File: src/rtl/l1_cache_dm.sv
// l1_cache_dm: direct-mapped, write-back, write-allocate L1 data cache.
//   256 bytes as 16 lines of 16 bytes; one outstanding CPU request at a time.
//
// Ports
//   clk, rst_n        clock (rising edge), asynchronous active-low reset
//   cpu_req_*         request strobe, sampled only while idle (rw: 1 = write)
//   cpu_resp_*        one-cycle completion pulse; rdata held until the next one
//   mem_req_*         line request; valid pulses on entry to WRITEBACK/REFILL,
//                     rw/addr/wdata held for the whole state
//   mem_resp_*        line completion pulse and refill data
//
// Optional build macro
//   L1_PERF_CNT_EN    adds internal hit/miss/writeback counters (32-bit, wrapping)
module l1_cache_dm #(
  parameter int ADDR_WIDTH  = 32,
  parameter int DATA_WIDTH  = 32,
  parameter int CACHE_BYTES = 256,
  parameter int LINE_BYTES  = 16
) (
  input  logic                    clk,
  input  logic                    rst_n,
  input  logic                    cpu_req_valid,
  input  logic                    cpu_req_rw,
  input  logic [ADDR_WIDTH-1:0]   cpu_req_addr,
  input  logic [DATA_WIDTH-1:0]   cpu_req_wdata,
  output logic                    cpu_resp_valid,
  output logic [DATA_WIDTH-1:0]   cpu_resp_rdata,
  output logic                    mem_req_valid,
  output logic                    mem_req_rw,
  output logic [ADDR_WIDTH-1:0]   mem_req_addr,
  output logic [LINE_BYTES*8-1:0] mem_req_wdata,
  input  logic                    mem_resp_valid,
  input  logic [LINE_BYTES*8-1:0] mem_resp_rdata
);

  localparam int LINE_COUNT = CACHE_BYTES / LINE_BYTES;
  localparam int LINE_W     = LINE_BYTES * 8;
  localparam int OFF_W      = $clog2(LINE_BYTES);
  localparam int IDX_W      = $clog2(LINE_COUNT);
  localparam int TAG_W      = ADDR_WIDTH - IDX_W - OFF_W;
  localparam int BOFF_W     = $clog2(DATA_WIDTH / 8);
  localparam int WSEL_W     = OFF_W - BOFF_W;
  localparam int BIT_W      = $clog2(LINE_W);

  typedef enum logic [2:0] {
    S_IDLE, S_LOOKUP, S_WRITEBACK, S_REFILL, S_RESPOND
  } state_t;

  typedef struct packed {
    logic                  rw;
    logic [ADDR_WIDTH-1:0] addr;
    logic [DATA_WIDTH-1:0] wdata;
  } req_t;

  state_t state_q, state_d;
  req_t   req_q, req_d;

  logic [LINE_COUNT-1:0]             valid_q, valid_d;
  logic [LINE_COUNT-1:0]             dirty_q, dirty_d;
  logic [LINE_COUNT-1:0][TAG_W-1:0]  tag_q, tag_d;
  logic [LINE_COUNT-1:0][LINE_W-1:0] data_q, data_d;

  logic                  resp_valid_q, resp_valid_d;
  logic [DATA_WIDTH-1:0] resp_rdata_q, resp_rdata_d;
  logic                  mreq_valid_q, mreq_valid_d;
  logic                  mreq_rw_q, mreq_rw_d;
  logic [ADDR_WIDTH-1:0] mreq_addr_q, mreq_addr_d;
  logic [LINE_W-1:0]     mreq_wdata_q, mreq_wdata_d;

  // Latched request fields.
  logic [IDX_W-1:0]  idx;
  logic [TAG_W-1:0]  tag;
  logic [WSEL_W-1:0] wsel;
  logic [BIT_W-1:0]  wbit;
  logic              hit;

  assign idx  = req_q.addr[OFF_W +: IDX_W];
  assign tag  = req_q.addr[ADDR_WIDTH-1 -: TAG_W];
  assign wsel = req_q.addr[BOFF_W +: WSEL_W];
  assign wbit = {wsel, {(BIT_W-WSEL_W){1'b0}}};
  assign hit  = valid_q[idx] && (tag_q[idx] == tag);

  // Byte-within-word bits never select anything: accesses are whole words.
  logic unused_addr_lsb;
  assign unused_addr_lsb = ^req_q.addr[BOFF_W-1:0];

  logic [LINE_W-1:0] hit_merge, refill_merge;

  always_comb begin
    state_d      = state_q;
    req_d        = req_q;
    valid_d      = valid_q;
    dirty_d      = dirty_q;
    tag_d        = tag_q;
    data_d       = data_q;
    resp_valid_d = 1'b0;
    resp_rdata_d = resp_rdata_q;
    mreq_valid_d = 1'b0;
    mreq_rw_d    = mreq_rw_q;
    mreq_addr_d  = mreq_addr_q;
    mreq_wdata_d = mreq_wdata_q;

    hit_merge                        = data_q[idx];
    hit_merge[wbit +: DATA_WIDTH]    = req_q.wdata;
    refill_merge                     = mem_resp_rdata;
    refill_merge[wbit +: DATA_WIDTH] = req_q.wdata;

    case (state_q)
      S_IDLE: begin
        if (cpu_req_valid) begin
          req_d   = '{rw: cpu_req_rw, addr: cpu_req_addr, wdata: cpu_req_wdata};
          state_d = S_LOOKUP;
        end
      end
      S_LOOKUP: begin
        if (hit) begin
          if (req_q.rw) begin
            data_d[idx]  = hit_merge;
            dirty_d[idx] = 1'b1;
            resp_rdata_d = req_q.wdata;
          end else begin
            resp_rdata_d = data_q[idx][wbit +: DATA_WIDTH];
          end
          resp_valid_d = 1'b1;
          state_d      = S_RESPOND;
        end else if (valid_q[idx] && dirty_q[idx]) begin
          // Victim address is rebuilt from the stored tag, not the request.
          mreq_valid_d = 1'b1;
          mreq_rw_d    = 1'b1;
          mreq_addr_d  = {tag_q[idx], idx, {OFF_W{1'b0}}};
          mreq_wdata_d = data_q[idx];
          state_d      = S_WRITEBACK;
        end else begin
          mreq_valid_d = 1'b1;
          mreq_rw_d    = 1'b0;
          mreq_addr_d  = {tag, idx, {OFF_W{1'b0}}};
          state_d      = S_REFILL;
        end
      end
      S_WRITEBACK: begin
        if (mem_resp_valid) begin
          mreq_valid_d = 1'b1;
          mreq_rw_d    = 1'b0;
          mreq_addr_d  = {tag, idx, {OFF_W{1'b0}}};
          state_d      = S_REFILL;
        end
      end
      S_REFILL: begin
        if (mem_resp_valid) begin
          valid_d[idx] = 1'b1;
          tag_d[idx]   = tag;
          if (req_q.rw) begin
            data_d[idx]  = refill_merge;
            dirty_d[idx] = 1'b1;
            resp_rdata_d = req_q.wdata;
          end else begin
            data_d[idx]  = mem_resp_rdata;
            dirty_d[idx] = 1'b0;
            resp_rdata_d = mem_resp_rdata[wbit +: DATA_WIDTH];
          end
          resp_valid_d = 1'b1;
          state_d      = S_RESPOND;
        end
      end
      S_RESPOND: state_d = S_IDLE;
      default:   state_d = S_IDLE;
    endcase
  end

  always_ff @(posedge clk or negedge rst_n) begin
    if (!rst_n) begin
      state_q      <= S_IDLE;
      req_q        <= '0;
      valid_q      <= '0;
      dirty_q      <= '0;
      resp_valid_q <= 1'b0;
      resp_rdata_q <= '0;
      mreq_valid_q <= 1'b0;
      mreq_rw_q    <= 1'b0;
      mreq_addr_q  <= '0;
      mreq_wdata_q <= '0;
    end else begin
      state_q      <= state_d;
      req_q        <= req_d;
      valid_q      <= valid_d;
      dirty_q      <= dirty_d;
      resp_valid_q <= resp_valid_d;
      resp_rdata_q <= resp_rdata_d;
      mreq_valid_q <= mreq_valid_d;
      mreq_rw_q    <= mreq_rw_d;
      mreq_addr_q  <= mreq_addr_d;
      mreq_wdata_q <= mreq_wdata_d;
    end
  end

  // Tag/data contents are qualified by valid, so they carry no reset.
  always_ff @(posedge clk) begin
    tag_q  <= tag_d;
    data_q <= data_d;
  end

  assign cpu_resp_valid = resp_valid_q;
  assign cpu_resp_rdata = resp_rdata_q;
  assign mem_req_valid  = mreq_valid_q;
  assign mem_req_rw     = mreq_rw_q;
  assign mem_req_addr   = mreq_addr_q;
  assign mem_req_wdata  = mreq_wdata_q;

`ifdef L1_PERF_CNT_EN
  logic [31:0] hit_count_q, hit_count_d;
  logic [31:0] miss_count_q, miss_count_d;
  logic [31:0] wb_count_q, wb_count_d;

  always_comb begin
    hit_count_d  = hit_count_q;
    miss_count_d = miss_count_q;
    wb_count_d   = wb_count_q;
    if (state_q == S_LOOKUP && hit)              hit_count_d  = hit_count_q + 32'd1;
    if (state_q == S_REFILL && mem_resp_valid)    miss_count_d = miss_count_q + 32'd1;
    if (state_q == S_WRITEBACK && mem_resp_valid) wb_count_d   = wb_count_q + 32'd1;
  end

  always_ff @(posedge clk or negedge rst_n) begin
    if (!rst_n) begin
      hit_count_q  <= '0;
      miss_count_q <= '0;
      wb_count_q   <= '0;
    end else begin
      hit_count_q  <= hit_count_d;
      miss_count_q <= miss_count_d;
      wb_count_q   <= wb_count_d;
    end
  end
`else
  // Counters absent; the datapath above is unchanged.
`endif

endmodule

File: config.mk
export PLATFORM = sky130hd
export DESIGN_NAME = l1_cache_dm
export DESIGN_NICKNAME = d
export VERILOG_FILES = /design/src/rtl/l1_cache_dm.sv
export SDC_FILE = /design/constraint.sdc
export NUM_CORES = 2
export LEC_CHECK = 0
export ABC_AREA = 1
export BUFFER_PORTS_ARGS = -buffer_cell sky130_fd_sc_hd__buf_2
export CAP_MARGIN = 20
export CORE_UTILIZATION = 40
export CTS_BUF_LIST = sky130_fd_sc_hd__clkbuf_4 sky130_fd_sc_hd__clkbuf_8 sky130_fd_sc_hd__clkbuf_16
export DETAILED_ROUTE_END_ITERATION = 8
export PLACE_DENSITY_LB_ADDON = 0.12
export SLEW_MARGIN = 20
export SYNTH_ARGS = -nofsm -noshare
export SYNTH_HDL_FRONTEND = slang
export SYNTH_SLANG_ARGS = --single-unit
File: constraint.sdc
create_clock -name clk -period 20.1 [get_ports clk]
set_clock_uncertainty 0.05 [all_clocks]
set_input_delay 4.02 -clock clk [delete_from_list [all_inputs] [get_ports clk]]
set_output_delay 4.02 -clock clk [all_outputs]
set_load 0.05 [all_outputs]
==> flow_summary.toml <==
[yosys]
synth_top_area_share_pct = 61.01
ys_seq_elements = 2721
yosysSeqAreaShare_pct = 67.05
synth_cell_types = 42
avgSynthCellArea_um2 = 10.73
ys.flop_type = "edfxtp_1"
netlist_top_cells_area = "edfxtp_1 (61%), nand2_1 (7.5%), nor2_1 (7.1%)"
yosysTopAreaCell = "edfxtp_1"
async_flop_share_pct = 10.62
synthesis.area_um2 = 119700
synthCells = 11160
yosysWarnings = 0
synth_edf_count = 2432

[drt]
firstDrtPassIters = 6
wirelength_mm = 513.6
drt_iter0_markers = 13950
drc = 0
vias_per_cell = 6.099
ant_nets = 0
routedWlPerCell_um = 33.36
via_count = 93880

[floorplan]
io_pins = 392
die_h_um = 549.1
initial_core_util_pct = 40.27
coreArea_um2 = 297300
die-area_um2 = 301500
die_x_um = 549.1
rows = 200

[finish]
final_cell_mix = "edfxtp_1 (2432), nand2_1 (2370), nor2_1 (2228)"
utilization_pct = 45.65
layout-drive-gt1-share_pct = 12.49
final_cell_area_um2 = 135700
area_growth_pct = 13.37
final_common_cell = "edfxtp_1"
seqCellArea_um2 = 80270
nets = 11380
multiInputGateArea_um2 = 35040
num-fill-cells = 27750

[global_routing]
grt_pass1_wl_mm = 703.0
grt_max_degree = 115
grt_pass1_vias = 88360
grt_antenna_before_repair = 59
grt_overflow = 0
grt_usage_pct = 33.24

[place]
port_buffers = 385
dpl_cell_area_um2 = 125300
place.gp.congestion = 0.9950
dpl.hpwl_mm = 307.6

[setup_path]
cp.arrival_ps = 8860
path_class = "reg -> reg"
worstPathRequired_ps = 20590
max_stage_delay_ps = 930
endpoint_kind = "register"
crit_fanout = 76
cp_slowest_cell = "buf_4"
cpMostUsedCell = "nand2_1"
r2r_cells = 21
start_kind = "register"
crit_path_cell_trace = "inv_2 -> nor2_4 -> buf_4 -> nand2_1 -> nand3_1 -> nand2_1 -> nand2_1 -> o21ai_0 -> nand2_1 -> nand2_1 -> nor2_1 -> nand2_1 -> nor2_1 -> nand3_2 -> nand2_2 -> buf_4 -> nand2_2 -> buf_4 -> nor2_4 -> buf_4 -> buf_4"

[timing]
maxSlewHeadroom_pct = 7.555
worst_slew_pin_slew_ps = 1387
hold_violations = 0
tns_ps = 0
clock.fmax_mhz = 119.5
setup_viol = 0
finalMaxSlewViolations = 0
period_needed_ps = 8369
min_period_over_period_pct = 41.64
rsz0062_at_grt = "no"

[clock_network]
clock_latency_ps = 940
cts-buffers-inserted = 309
ctsHtreeMaxLevel = 5
cts_resized = 0
cts_setup_buffers = 0
postCtsHoldBufs = 0
tritoncts = "built"
clk_pin_slew_worst_paths_ps = 60
cts_buffer_depth = 4
root_buffer = "clkbuf_16"
cts.sinks = 2721

[pwr]
p_per_area_nw_per_um2 = 179.7
leakage_nw = 51.61
ir_drop_mv = 0.1265

[hold_path]
whs_path_depth = 2
hp-class = "reg -> reg"

[run_status]
status = "complete, no violations"

[run]
max_cap_viol_count = 0
power by group:
part / internal, mW / switching, mW
Combinational: 2.16 / 9.21
Clock: 3.31 / 2.39
Sequential: 6.82 / 0.495
Total: 12.3 / 12.1
registers in the layout (all words and copies together) (netlist names), named ones only:
register,count
state_q,3
data_q,2048
mem_req_valid,1
cpu_resp_rdata,32
tag_q,384
cpu_resp_valid,1
mem_req_addr,28
mem_req_rw,1
req_q,59
mem_req_wdata,128
valid_q,16
idx,4
per-layer routing:
layer	vias to the layer above	track usage [%]	share of wire, %
li1	39260	-	-
met1	47320	45.51	40
met2	6156	48.85	43
met3	1123	9.346	12
met4	24	15.31	5.1
met5	-	0.3166	0.057
metrics by stage:
step                      std cells  hold WS, ps  total power [mW]  setup slack (ps)
after floorplan               11160        374.4             13.38              9517
after global placement        14790        387.2             18.12             11430
after detailed placement      14800        393.3             18.20             11820
after CTS                     15360        408.0             23.86             11840
after global routing          15370        424.4             25.02             11310
final                         15390        406.5             24.39             11730
area by class of cell:
cell class              count  area share (%)
diodes                     33         0.06085
clock buffers             382           6.172
clock inverters           174           1.292
inverters                 214          0.6177
multi-input cells        7269           25.82
flip-flops and latches   2721           59.15
well taps                3939           3.632
repair buffers            662           3.258
Yosys cell counts, drive strengths merged, types with 3 or more instances:
cell type and n:
edfxtp 2432, nand2 2393, nor2 2269, a22oi 1046
clkbuf 549, o21ai 476, buf 411, a21oi 377
nand3 375, dfrtp 289, inv 211, nand4 166
mux2 39, o221ai 30, o22ai 18, a32o 17
a22o 13, or2 10, nor3 9, o211ai 8
ha 5, o21bai 4, clkinv 3
path summary, 6_finish.rpt:
check	slack [ps]	startpoint	endpoint
worst max-delay path	11730	idx[1]	data_q[355]
worst min-delay path	410	valid_q[5]	valid_q[5]
worst max register to register	11730	idx[1]	data_q[355]
worst min register to register	410	valid_q[5]	valid_q[5]
max in group asynchronous	14450	rst_n	req_q[34]
min in group asynchronous	3140	rst_n	mem_req_addr[19]
cell families (layout without fill, tap and decap cells):
group                      count (synthesis)  after routing  share of synthesized area [%]
adders and majority gates                  5              5                        0.05226
muxes                                     40             40                         0.3752
buffers and inverters                   1174           1432                          4.202
and+or+nand+nor                         5226           5226                          17.18
AOI/OAI and AO/OA                       1993           1993                          11.13
xor gates and xnor gates                   1              1                       0.007318
DFF                                     2721           2721                          67.05
other                                      1             37                       0.003133
worst max-delay path: cells and delay by family, from the launching register on:
kind | cells | cell delay [ps]
compound gates | 1 | 80
flops | 1 | 760
simple gates | 14 | 3040
buf+inv | 6 | 3840
Power figures use the tool's default switching activity.
